$ cat src/rtl/display_source_mux.sv
// -----------------------------------------------------------------------------
// display_source_mux
//
// Frame-synchronised selector between NUM_SRC display producers (menu, volume
// bar, games, end screens) and the OLED / 7-segment drivers. A new select code
// is never applied mid-frame: the change is held until the next frame_begin,
// then (for a source-to-source switch) BLANK_FRAMES full frames of blank output
// are inserted before the new source appears. Entering or leaving the locked
// screen skips the blank frames.
//
// Optional feature (compile-time macro DISPLAY_FADE_EN):
//   defined   - during blank frames oled_data is the outgoing source's pixel
//               with each RGB565 channel right-shifted by
//               BLANK_FRAMES - counter + 1 (a fade towards black);
//               an/seg stay blank.
//   undefined - blank frames are plain black.
//   The port list is identical in both builds.
//
// Ports:
//   clk          in   1          system clock
//   reset        in   1          synchronous, active-high reset
//   sel          in   SEL_W      requested source code
//   frame_begin  in   1          one-cycle pulse on the first pixel of a frame
//   oled_in      in   16*NUM_SRC RGB565 pixel per source, source i at [16i+15:16i]
//   an_in        in   4*NUM_SRC  anode pattern per source, source i at [4i+3:4i]
//   seg_in       in   8*NUM_SRC  segment pattern per source, source i at [8i+7:8i]
//   oled_data    out  16         selected pixel (registered)
//   an           out  4          selected anodes, active-low (registered)
//   seg          out  8          selected segments, active-low (registered)
//   active_src   out  SEL_W      code currently displayed (registered)
//   switching    out  1          change pending or blanking (registered)
//   sel_err      out  1          sel is neither a source nor LOCK_CODE (registered)
// -----------------------------------------------------------------------------
module display_source_mux #(
  parameter int                 NUM_SRC      = 10,
  parameter int                 SEL_W        = 4,
  parameter logic [SEL_W-1:0]   LOCK_CODE    = {SEL_W{1'b1}},
  parameter int                 BLANK_FRAMES = 2,
  parameter logic [NUM_SRC-1:0] SEG_OFF_MASK = '0
) (
  input  logic                  clk,
  input  logic                  reset,
  input  logic [SEL_W-1:0]      sel,
  input  logic                  frame_begin,
  input  logic [16*NUM_SRC-1:0] oled_in,
  input  logic [4*NUM_SRC-1:0]  an_in,
  input  logic [8*NUM_SRC-1:0]  seg_in,
  output logic [15:0]           oled_data,
  output logic [3:0]            an,
  output logic [7:0]            seg,
  output logic [SEL_W-1:0]      active_src,
  output logic                  switching,
  output logic                  sel_err
);

  // Counter must hold BLANK_FRAMES; keep at least one bit when it is 0.
  localparam int CNT_W = (BLANK_FRAMES < 1) ? 1 : $clog2(BLANK_FRAMES + 1);

  localparam logic [SEL_W:0]   NUM_SRC_C    = (SEL_W + 1)'(NUM_SRC);
  localparam logic [CNT_W-1:0] BLANK_LOAD   = CNT_W'(BLANK_FRAMES);
  localparam logic [CNT_W-1:0] CNT_ONE      = CNT_W'(1);
  localparam logic [15:0]      BLANK_PIXEL  = 16'h0000;
  localparam logic [3:0]       BLANK_ANODES = 4'b1111;
  localparam logic [7:0]       BLANK_SEGS   = 8'hFF;

  typedef enum logic [1:0] {
    ST_LOCKED     = 2'd0,
    ST_SHOW       = 2'd1,
    ST_WAIT_FRAME = 2'd2,
    ST_BLANK      = 2'd3
  } state_t;

  // ---------------------------------------------------------------------------
  // State and output registers
  // ---------------------------------------------------------------------------
  state_t             state_reg,     state_next;
  logic [SEL_W-1:0]   active_reg,    active_next;
  logic [SEL_W-1:0]   pending_reg,   pending_next;
  logic [CNT_W-1:0]   cnt_reg,       cnt_next;
  logic [15:0]        oled_reg,      oled_next;
  logic [3:0]         an_reg,        an_next;
  logic [7:0]         seg_reg,       seg_next;
  logic               switching_reg, switching_next;
  logic               sel_err_reg,   sel_err_next;

  // ---------------------------------------------------------------------------
  // Per-source views of the packed input buses
  // ---------------------------------------------------------------------------
  logic [15:0] src_pix [NUM_SRC];
  logic [3:0]  src_an  [NUM_SRC];
  logic [7:0]  src_seg [NUM_SRC];

  generate
    for (genvar gi = 0; gi < NUM_SRC; gi++) begin : g_src
      assign src_pix[gi] = oled_in[16*gi +: 16];
      assign src_an[gi]  = an_in[4*gi +: 4];
      assign src_seg[gi] = seg_in[8*gi +: 8];
    end
  endgenerate

  // ---------------------------------------------------------------------------
  // Select-code qualification
  // ---------------------------------------------------------------------------
  logic             sel_valid;
  logic [SEL_W-1:0] target;

  assign sel_valid = ({1'b0, sel} < NUM_SRC_C) || (sel == LOCK_CODE);
  // Target for a commit on this very cycle: a valid sel seen together with
  // frame_begin wins over the previously recorded pending code.
  assign target    = sel_valid ? sel : pending_reg;

`ifdef DISPLAY_FADE_EN
  // Right-shift each RGB565 channel by 'shift'; large shifts clear the pixel.
  function automatic logic [15:0] fade_pixel(input logic [15:0] pix, input int shift);
    logic [4:0] r;
    logic [5:0] g;
    logic [4:0] b;
    if (shift >= 6) begin
      fade_pixel = 16'h0000;
    end else begin
      r = pix[15:11] >> shift;
      g = pix[10:5]  >> shift;
      b = pix[4:0]   >> shift;
      fade_pixel = {r, g, b};
    end
  endfunction
`endif

  // ---------------------------------------------------------------------------
  // Process 1: state register
  // ---------------------------------------------------------------------------
  always_ff @(posedge clk) begin
    if (reset) begin
      state_reg     <= ST_LOCKED;
      active_reg    <= LOCK_CODE;
      pending_reg   <= LOCK_CODE;
      cnt_reg       <= '0;
      oled_reg      <= BLANK_PIXEL;
      an_reg        <= BLANK_ANODES;
      seg_reg       <= BLANK_SEGS;
      switching_reg <= 1'b0;
      sel_err_reg   <= 1'b0;
    end else begin
      state_reg     <= state_next;
      active_reg    <= active_next;
      pending_reg   <= pending_next;
      cnt_reg       <= cnt_next;
      oled_reg      <= oled_next;
      an_reg        <= an_next;
      seg_reg       <= seg_next;
      switching_reg <= switching_next;
      sel_err_reg   <= sel_err_next;
    end
  end

  // ---------------------------------------------------------------------------
  // Process 2: next-state logic
  // ---------------------------------------------------------------------------
  always_comb begin
    state_next   = state_reg;
    active_next  = active_reg;
    pending_next = pending_reg;
    cnt_next     = cnt_reg;

    case (state_reg)
      ST_LOCKED: begin
        if (sel_valid && (sel != LOCK_CODE)) begin
          pending_next = sel;
          state_next   = ST_WAIT_FRAME;
        end
      end

      ST_SHOW: begin
        if (sel_valid && (sel != active_reg)) begin
          pending_next = sel;
          state_next   = ST_WAIT_FRAME;
        end
      end

      ST_WAIT_FRAME: begin
        pending_next = target;
        if (sel_valid && (sel == active_reg)) begin
          // Request withdrawn before the frame boundary: go back to whatever
          // was being shown. Only the locked screen carries LOCK_CODE.
          state_next = (active_reg == LOCK_CODE) ? ST_LOCKED : ST_SHOW;
        end else if (frame_begin) begin
          if ((target == LOCK_CODE) || (active_reg == LOCK_CODE) || (BLANK_FRAMES == 0)) begin
            active_next = target;
            state_next  = (target == LOCK_CODE) ? ST_LOCKED : ST_SHOW;
          end else begin
            cnt_next   = BLANK_LOAD;
            state_next = ST_BLANK;
          end
        end
      end

      ST_BLANK: begin
        pending_next = target;
        if (frame_begin) begin
          if (cnt_reg > CNT_ONE) begin
            cnt_next = cnt_reg - CNT_ONE;
          end else begin
            active_next = target;
            state_next  = (target == LOCK_CODE) ? ST_LOCKED : ST_SHOW;
          end
        end
      end

      default: begin
        state_next = ST_LOCKED;
      end
    endcase
  end

  // ---------------------------------------------------------------------------
  // Process 3: output logic
  // Outputs are derived from the *next* state so that the pixel present on the
  // committing frame_begin cycle is the first one shown one cycle later.
  // ---------------------------------------------------------------------------
  logic [15:0] pix_sel;
  logic [3:0]  an_sel;
  logic [7:0]  seg_sel;
  logic        seg_off;
  logic        show_src;

  always_comb begin
    pix_sel = BLANK_PIXEL;
    an_sel  = BLANK_ANODES;
    seg_sel = BLANK_SEGS;
    seg_off = 1'b0;
    for (int i = 0; i < NUM_SRC; i++) begin
      if (active_next == SEL_W'(i)) begin
        pix_sel = src_pix[i];
        an_sel  = src_an[i];
        seg_sel = src_seg[i];
        seg_off = SEG_OFF_MASK[i];
      end
    end

    // While waiting for the boundary the previous picture stays up; that is a
    // live source unless the wait started from the locked screen.
    show_src = (state_next == ST_SHOW) ||
               ((state_next == ST_WAIT_FRAME) && (active_next != LOCK_CODE));

    oled_next = BLANK_PIXEL;
    an_next   = BLANK_ANODES;
    seg_next  = BLANK_SEGS;
    if (show_src) begin
      oled_next = pix_sel;
      if (!seg_off) begin
        an_next  = an_sel;
        seg_next = seg_sel;
      end
    end
`ifdef DISPLAY_FADE_EN
    else if (state_next == ST_BLANK) begin
      oled_next = fade_pixel(pix_sel, BLANK_FRAMES - int'(cnt_next) + 1);
    end
`endif

    switching_next = (state_next == ST_WAIT_FRAME) || (state_next == ST_BLANK);
    sel_err_next   = !sel_valid;
  end

  assign oled_data  = oled_reg;
  assign an         = an_reg;
  assign seg        = seg_reg;
  assign active_src = active_reg;
  assign switching  = switching_reg;
  assign sel_err    = sel_err_reg;

endmodule

$ cat config.mk
export PLATFORM = sky130hd
export DESIGN_NAME = display_source_mux
export DESIGN_NICKNAME = d
export VERILOG_FILES = /design/src/rtl/display_source_mux.sv
export SDC_FILE = /design/constraint.sdc
export NUM_CORES = 1
export LEC_CHECK = 0
export ABC_CLOCK_PERIOD_IN_PS = 6450
export BUFFER_PORTS_ARGS = -buffer_cell sky130_fd_sc_hd__buf_2
export CORE_AREA = 2 2 123 125
export DETAILED_ROUTE_END_ITERATION = 8
export DIE_AREA = 0 0 125 127
export REMOVE_ABC_BUFFERS = 1
export SYNTH_ARGS = -nofsm -noshare
export SYNTH_HDL_FRONTEND = slang
export SYNTH_SLANG_ARGS = --single-unit
$ cat constraint.sdc
create_clock -name clk -period 6.45 [get_ports clk]
set_input_delay 0 -clock clk [delete_from_list [all_inputs] [get_ports clk]]
set_output_delay 0 -clock clk [all_outputs]
set_load 0.02 [all_outputs]
==> results.ini, run 1 <==
[die]
initial_core_util=0.308
io_pins=321
rows=44
die_y_um=127
die_w_um=125
core_sq_mm=0.0144
die_area_sq_mm=0.0159

[setup_path]
cp-end-kind=flip-flop
endpoint=an[0]
reg2reg_to=an[0]
setup.worst_path.start=active_src[0]
path_max_fanout=24
worstPathRequired_ns=6.70
r2r_cells=11
crit_chain=xnor2_1 -> nand4_2 -> o221ai_2 -> nand3_1 -> nand2_2 -> nand2_1 -> nor2_1 -> a22oi_1 -> dlygate4sd3_1 -> o2111ai_1 -> dlygate4sd3_1
slowest_delay_ns=0.75
rrSetupSlack_ns=1.52
reg2reg_from=active_src[0]
cp.arrival_ns=5.18
crit_path_frequent_cell=dlygate4sd3_1
crit_slowest_cell=nand2_1
start_kind=flip-flop
path_class=flip-flop to flip-flop

[detailed_routing]
wl_per_cell_um=21.5
via_per_inst=5.68
num_vias=6370
drc_errors=0
drtIter0Drc=396
dr.pass1.iters=5
postRouteAntennaNets=0
routed_wl_mm=24.0

[clocking]
cts_sinks=42
cts_tree=done
clk_latency_ns=0.31
cts_hold_buffers=17
cts.path.max_buffers=2
post_cts_buffers=0
path_clk_slew_ns=0.07
cts_resized=0
cts.htree.levels=2
clockRootBuffer=clkbuf_16
cts_buffers=5

[timing]
hold_viol_final=0
setup_violations=0
tns_ns=0
grt_setup_unrepaired=no
fmax_mhz=203
tightest_slew_ns=0.985
setup_ws_ns=1.52
final-max-slew-violation-count=0
period_minus_slack_ns=4.93
clock_skew_ns=0.0117
timing.final.crit_share=0.765
relSlewSlack=0.343

[run]
maxCapViolCount=0

[final_layout]
final_layout_size_suffix_gt1_frac=0.412
final_cell_mix=buf_2 (320), nand2_1 (103), nor2_1 (62), a21oi_1 (61), dfxtp_1 (42)
layout_commonest_cell=buf_2
nets=1218
syn2layout_area_growth_pct=45.3
fin_area_sq_mm=0.00646
layoutNonFillerInstCount=1121
largest_register_ff_count=16

[global_routing]
grt_usage=0.291
grt_pass1_wl_mm=36.0
grt_max_degree=84
grt_pass1_vias=6220
overflow=0
antenna_found_initial=5

[synthesis]
syn_avg_cell_area_sq_um=7.09
synth_edf_count=0
syn_inst=627
netlist_area_sq_mm=0.00445
ys_seq_area_frac=0.189
synth_ff_type=dfxtp_1
ys_warn_count=0
yosys-top-cells-area=dfxtp_1 (19%), nand2_1 (8.7%), a21oi_1 (6.9%), nor2_1 (5.2%), mux2_2 (3.0%)
synth_top_cell_by_area=dfxtp_1
synth_seq_cells=42
post-synth-top-area-fraction=0.189
synth_cell_type_count=81
synthArstFlopShare=0

[placement]
dp_slack_ns=2.36
place.gp.congestion=0.992
placed_cells=1090
dp_hpwl_mm=18.8
io_buffers=320
dpl_cell_area_sq_mm=0.00613

[pwr]
power.leakage_uw=0.00287
p_total_uw=2710
vdd_drop_max_v=0.000281
powerDensity_mw_per_mm2=419

[run_status]
status=completed

[hold_path]
min_path_type=input port to flip-flop

## cells in the mapped netlist, types with 8 or more instances
master	count
buf_2	26
o221ai_1	13
a221o_1	13
nand2_1	103
a221oi_1	8
nand2b_1	9
o22ai_1	12
a22oi_1	11
mux2i_1	13
clkbuf_1	19
a32oi_1	11
a31oi_1	10
mux2_2	12
o21ai_0	26
nor3_1	19
nor2_1	62
inv_1	9
dfxtp_1	42
nand3_1	12
a21oi_1	61
## final cells by class
class	instances	area (sq um)
Antenna cell	6	15.0
Timing Repair Buffer	350	1870
Clock buffer	7	143
Inverter	9	33.8
Fill cell	1546	7960
Multi-Input combinational cell	522	3330
Clock inverter	1	5.00
Sequential cell	42	841
Tap cell	184	230
## critical path: cells and delay by family, from the launching register on
kind                   cells  cell delay (ns)
XOR/XNOR                   1             0.20
buffers and inverters      2             1.16
flip-flops                 1             0.48
AND/OR/NAND/NOR            5             2.41
AO/OA/AOI/OAI              3             0.60
## power by group
part	total (uW)	switching, uW	internal (uW)
clock network	276	122	154
registers	381	55.1	326
logic	2050	1350	702
total	2710	1530	1180
## per-layer routing
metal | global-route usage | wire length, um | up-vias
li1 | - | - | 3012
met1 | 0.349 | 9570 | 3002
met2 | 0.501 | 11900 | 303
met3 | 0.0750 | 1820 | 51
met4 | 0.112 | 707 | 2
met5 | 0 | 11 | -
## cell families (layout without fill, tap and decap cells)
family	count (synthesis)	count (layout)	share of synthesized area
mux	25	25	0.0596
other cells	0	6	0
buf+inv	63	367	0.0664
simple gates	242	242	0.256
fa+ha+maj	1	1	0.00281
compound gates	249	249	0.417
flops	42	42	0.189
xor+xnor	5	5	0.00984
## metrics by stage
step | util | hold WS (ns)
global route | 0.448 | 0.0159
detailed placement | 0.425 | 0.235
finish | 0.448 | 0.0105
global placement | 0.425 | 0.231
CTS | 0.447 | 0.00390
floorplan | - | 0.0719
## how the worst min path moves through the flow
stage | from | to | slack (ns) | cells after the start
2_1_floorplan | reset | sel_err | 0.07 | 1
6_report | oled_in[143] | oled_data[15] | 0.01 | 3
5_1_grt | oled_in[144] | oled_data[0] | 0.02 | 3
3_5_place_dp | seg_in[75] | seg[3] | 0.23 | 2
3_3_place_gp | an_in[35] | an[3] | 0.23 | 3
4_1_cts | oled_in[143] | oled_data[15] | 0.004 | 3
No activity file was read; power rests on OpenSTA's default activity.
==> run 2: changes to the inputs <==
Settings changed: ABC_AREA set to 1, ABC_CLOCK_PERIOD_IN_PS 6450 to 5000, CORE_AREA 2 2 123 125 to 2 2 124 126, DIE_AREA 0 0 125 127 to 0 0 126 128.
Clock period 6.45 ns to 5 ns, I/O delays scaled along.
==> results.ini, run 2 <==
[die]
die_y_um=128
rows=45
initial_core_util=0.286
io_pins=321
die_w_um=126
core_sq_mm=0.0149
die_area_sq_mm=0.0161

[detailed_routing]
wl_per_cell_um=16.6
postRouteAntennaNets=0
drc_errors=0
drtIter0Drc=283
via_per_inst=4.70
routed_wl_mm=21.1
dr.pass1.iters=5
num_vias=6001

[pwr]
power.leakage_uw=0.00358
powerDensity_mw_per_mm2=301
vdd_drop_max_v=0.000148

[global_routing]
grt_pass1_wl_mm=30.9
overflow=0
grt_max_degree=40
antenna_found_initial=2
grt_usage=0.250
grt_pass1_vias=5707

[timing]
timing.final.crit_share=0.730
tns_ns=0
setup_violations=0
final-max-slew-violation-count=0
clock_skew_ns=0.00856
setup_ws_ns=1.35
relSlewSlack=0.370
period_minus_slack_ns=3.65
hold_viol_final=0
fmax_mhz=274
tightest_slew_ns=0.944
grt_setup_unrepaired=no

[placement]
place.gp.congestion=0.925
io_buffers=320
dp_hpwl_mm=16.5
dp_slack_ns=1.90
placed_cells=1248

[final_layout]
syn2layout_area_growth_pct=47.5
final_layout_size_suffix_gt1_frac=0.356
multiInputGateArea_sq_mm=0.00289
nets=1374
layoutNonFillerInstCount=1276
layout.area.seq_sq_um=841
layout_commonest_cell=buf_2
final_cell_mix=buf_2 (320), nand2_1 (205), nor2_1 (169), inv_1 (83)
fin_util=0.421
n_fill_cell=1701
largest_register_ff_count=16

[setup_path]
rrSetupSlack_ns=1.35
setup.worst_path.start=active_src[2]
start_kind=flip-flop
crit_slowest_cell=dlygate4sd3_1
worstPathRequired_ns=5.19
cp.arrival_ns=3.84
crit_path_frequent_cell=nand2_1
slowest_delay_ns=0.54
path_max_fanout=17
path_class=flip-flop to flip-flop
r2r_cells=18
cp-end-kind=flip-flop
reg2reg_to=seg[1]
reg2reg_from=active_src[2]
crit_chain=inv_1 -> nor2_1 -> nor3_1 -> nand3_1 -> nand3_2 -> nand2_1 -> nand3_2 -> nand2_4 -> inv_4 -> nand2_1 -> nor2_4 -> inv_2 -> or2_1 -> nand4_1 -> nand2_1 -> nand2_1 -> nand2_1 -> dlygate4sd3_1

[synthesis]
netlist_area_sq_mm=0.00425
ys_warn_count=0
synth_edf_count=0
synthArstFlopShare=0
syn_inst=767
synth_top_cell_by_area=dfxtp_1
synth_ff_type=dfxtp_1
synth_cell_type_count=36
post-synth-top-area-fraction=0.198
synth_seq_cells=42
synth_most_common_cell=nand2_1
syn_avg_cell_area_sq_um=5.53
ys_seq_area_frac=0.198
synth_common_cells=nand2_1 (205), nor2_1 (169), inv_1 (83), dfxtp_1 (42), nand3_1 (42)
yosys-top-cells-area=dfxtp_1 (20%), nand2_1 (18%), nor2_1 (15%), inv_1 (7.3%), nand3_1 (5.0%)

[hold_path]
hold_depth=4
min_to=seg[2]
min_from=seg_in[58]
min_path_type=input port to flip-flop

[clocking]
cts_resized=0
path_clk_slew_ns=0.07
cts.path.max_buffers=2
clk_latency_ns=0.30
clockRootBuffer=clkbuf_16
cts.htree.levels=2
cts_sinks=42
cts_buffers=5
cts_tree=done

[run_status]
status=completed

[run]
maxCapViolCount=0

run 2: what timing repair did:
item | CTS | global route
buffers inserted | 0 | 0
hold buffers | 19 | 0
endpoints found under the hold margin | 20 | 0
run 2: through the flow:
| step | cell area [sq um] | total power, uW | hold WS (ns) |
|---|---|---|---|
| floorplan | 4080 | 1150 | 0.0724 |
| global placement | 5920 | 1520 | 0.213 |
| detailed placement | 5920 | 1530 | 0.213 |
| CTS | 6260 | 1900 | 0.00120 |
| global route | 6260 | 2040 | 0.0164 |
| finish | 6260 | 1880 | 0.00696 |
run 2: kinds of logic (layout without fill, tap and decap cells):
group	after synthesis	after routing	synth area share
AND/OR/NAND/NOR	534	534	0.588
buffers and inverters	121	441	0.122
AO/OA/AOI/OAI	67	67	0.0849
flip-flops	42	42	0.198
XOR/XNOR	2	2	0.00413
adder cells (fa/ha/maj)	1	1	0.00295
other	0	1	0
run 2: per-layer routing:
layer,vias up,share of wire,GRT usage
li1,3042,-,-
met1,2606,0.40,0.291
met2,310,0.50,0.454
met3,41,0.073,0.0526
met4,2,0.031,0.0834
met5,-,0.00062,0
run 2: worst max-delay path by stage:
stage	endpoint	slack, ns	cells after the start
6_report	seg[1]	1.35	18
5_1_grt	seg[1]	0.94	18
2_1_floorplan	seg[3]	2.49	14
4_1_cts	seg[1]	1.34	18
3_3_place_gp	seg[1]	1.89	17
3_5_place_dp	seg[1]	1.90	18
run 2: worst max-delay path, delay by kind of cell (launching register included):
family,cells,cell delay [ns]
buffers and inverters,4,1.06
and+or+nand+nor,14,2.15
DFF,1,0.33
run 2: power by group:
group / switching (uW) / internal [uW] / total [uW]
logic: 712 / 393 / 1110
clock network: 149 / 199 / 348
registers: 28.5 / 402 / 430
total: 890 / 994 / 1880
run 2: layout make-up:
class | count | share of cell area
Timing Repair Buffer | 339 | 0.286
Clock buffer | 7 | 0.0228
Clock inverter | 1 | 0.000799
Multi-Input combinational cell | 604 | 0.461
Antenna cell | 1 | 0.000400
Tap cell | 188 | 0.0376
Inverter | 94 | 0.0572
Sequential cell | 42 | 0.134
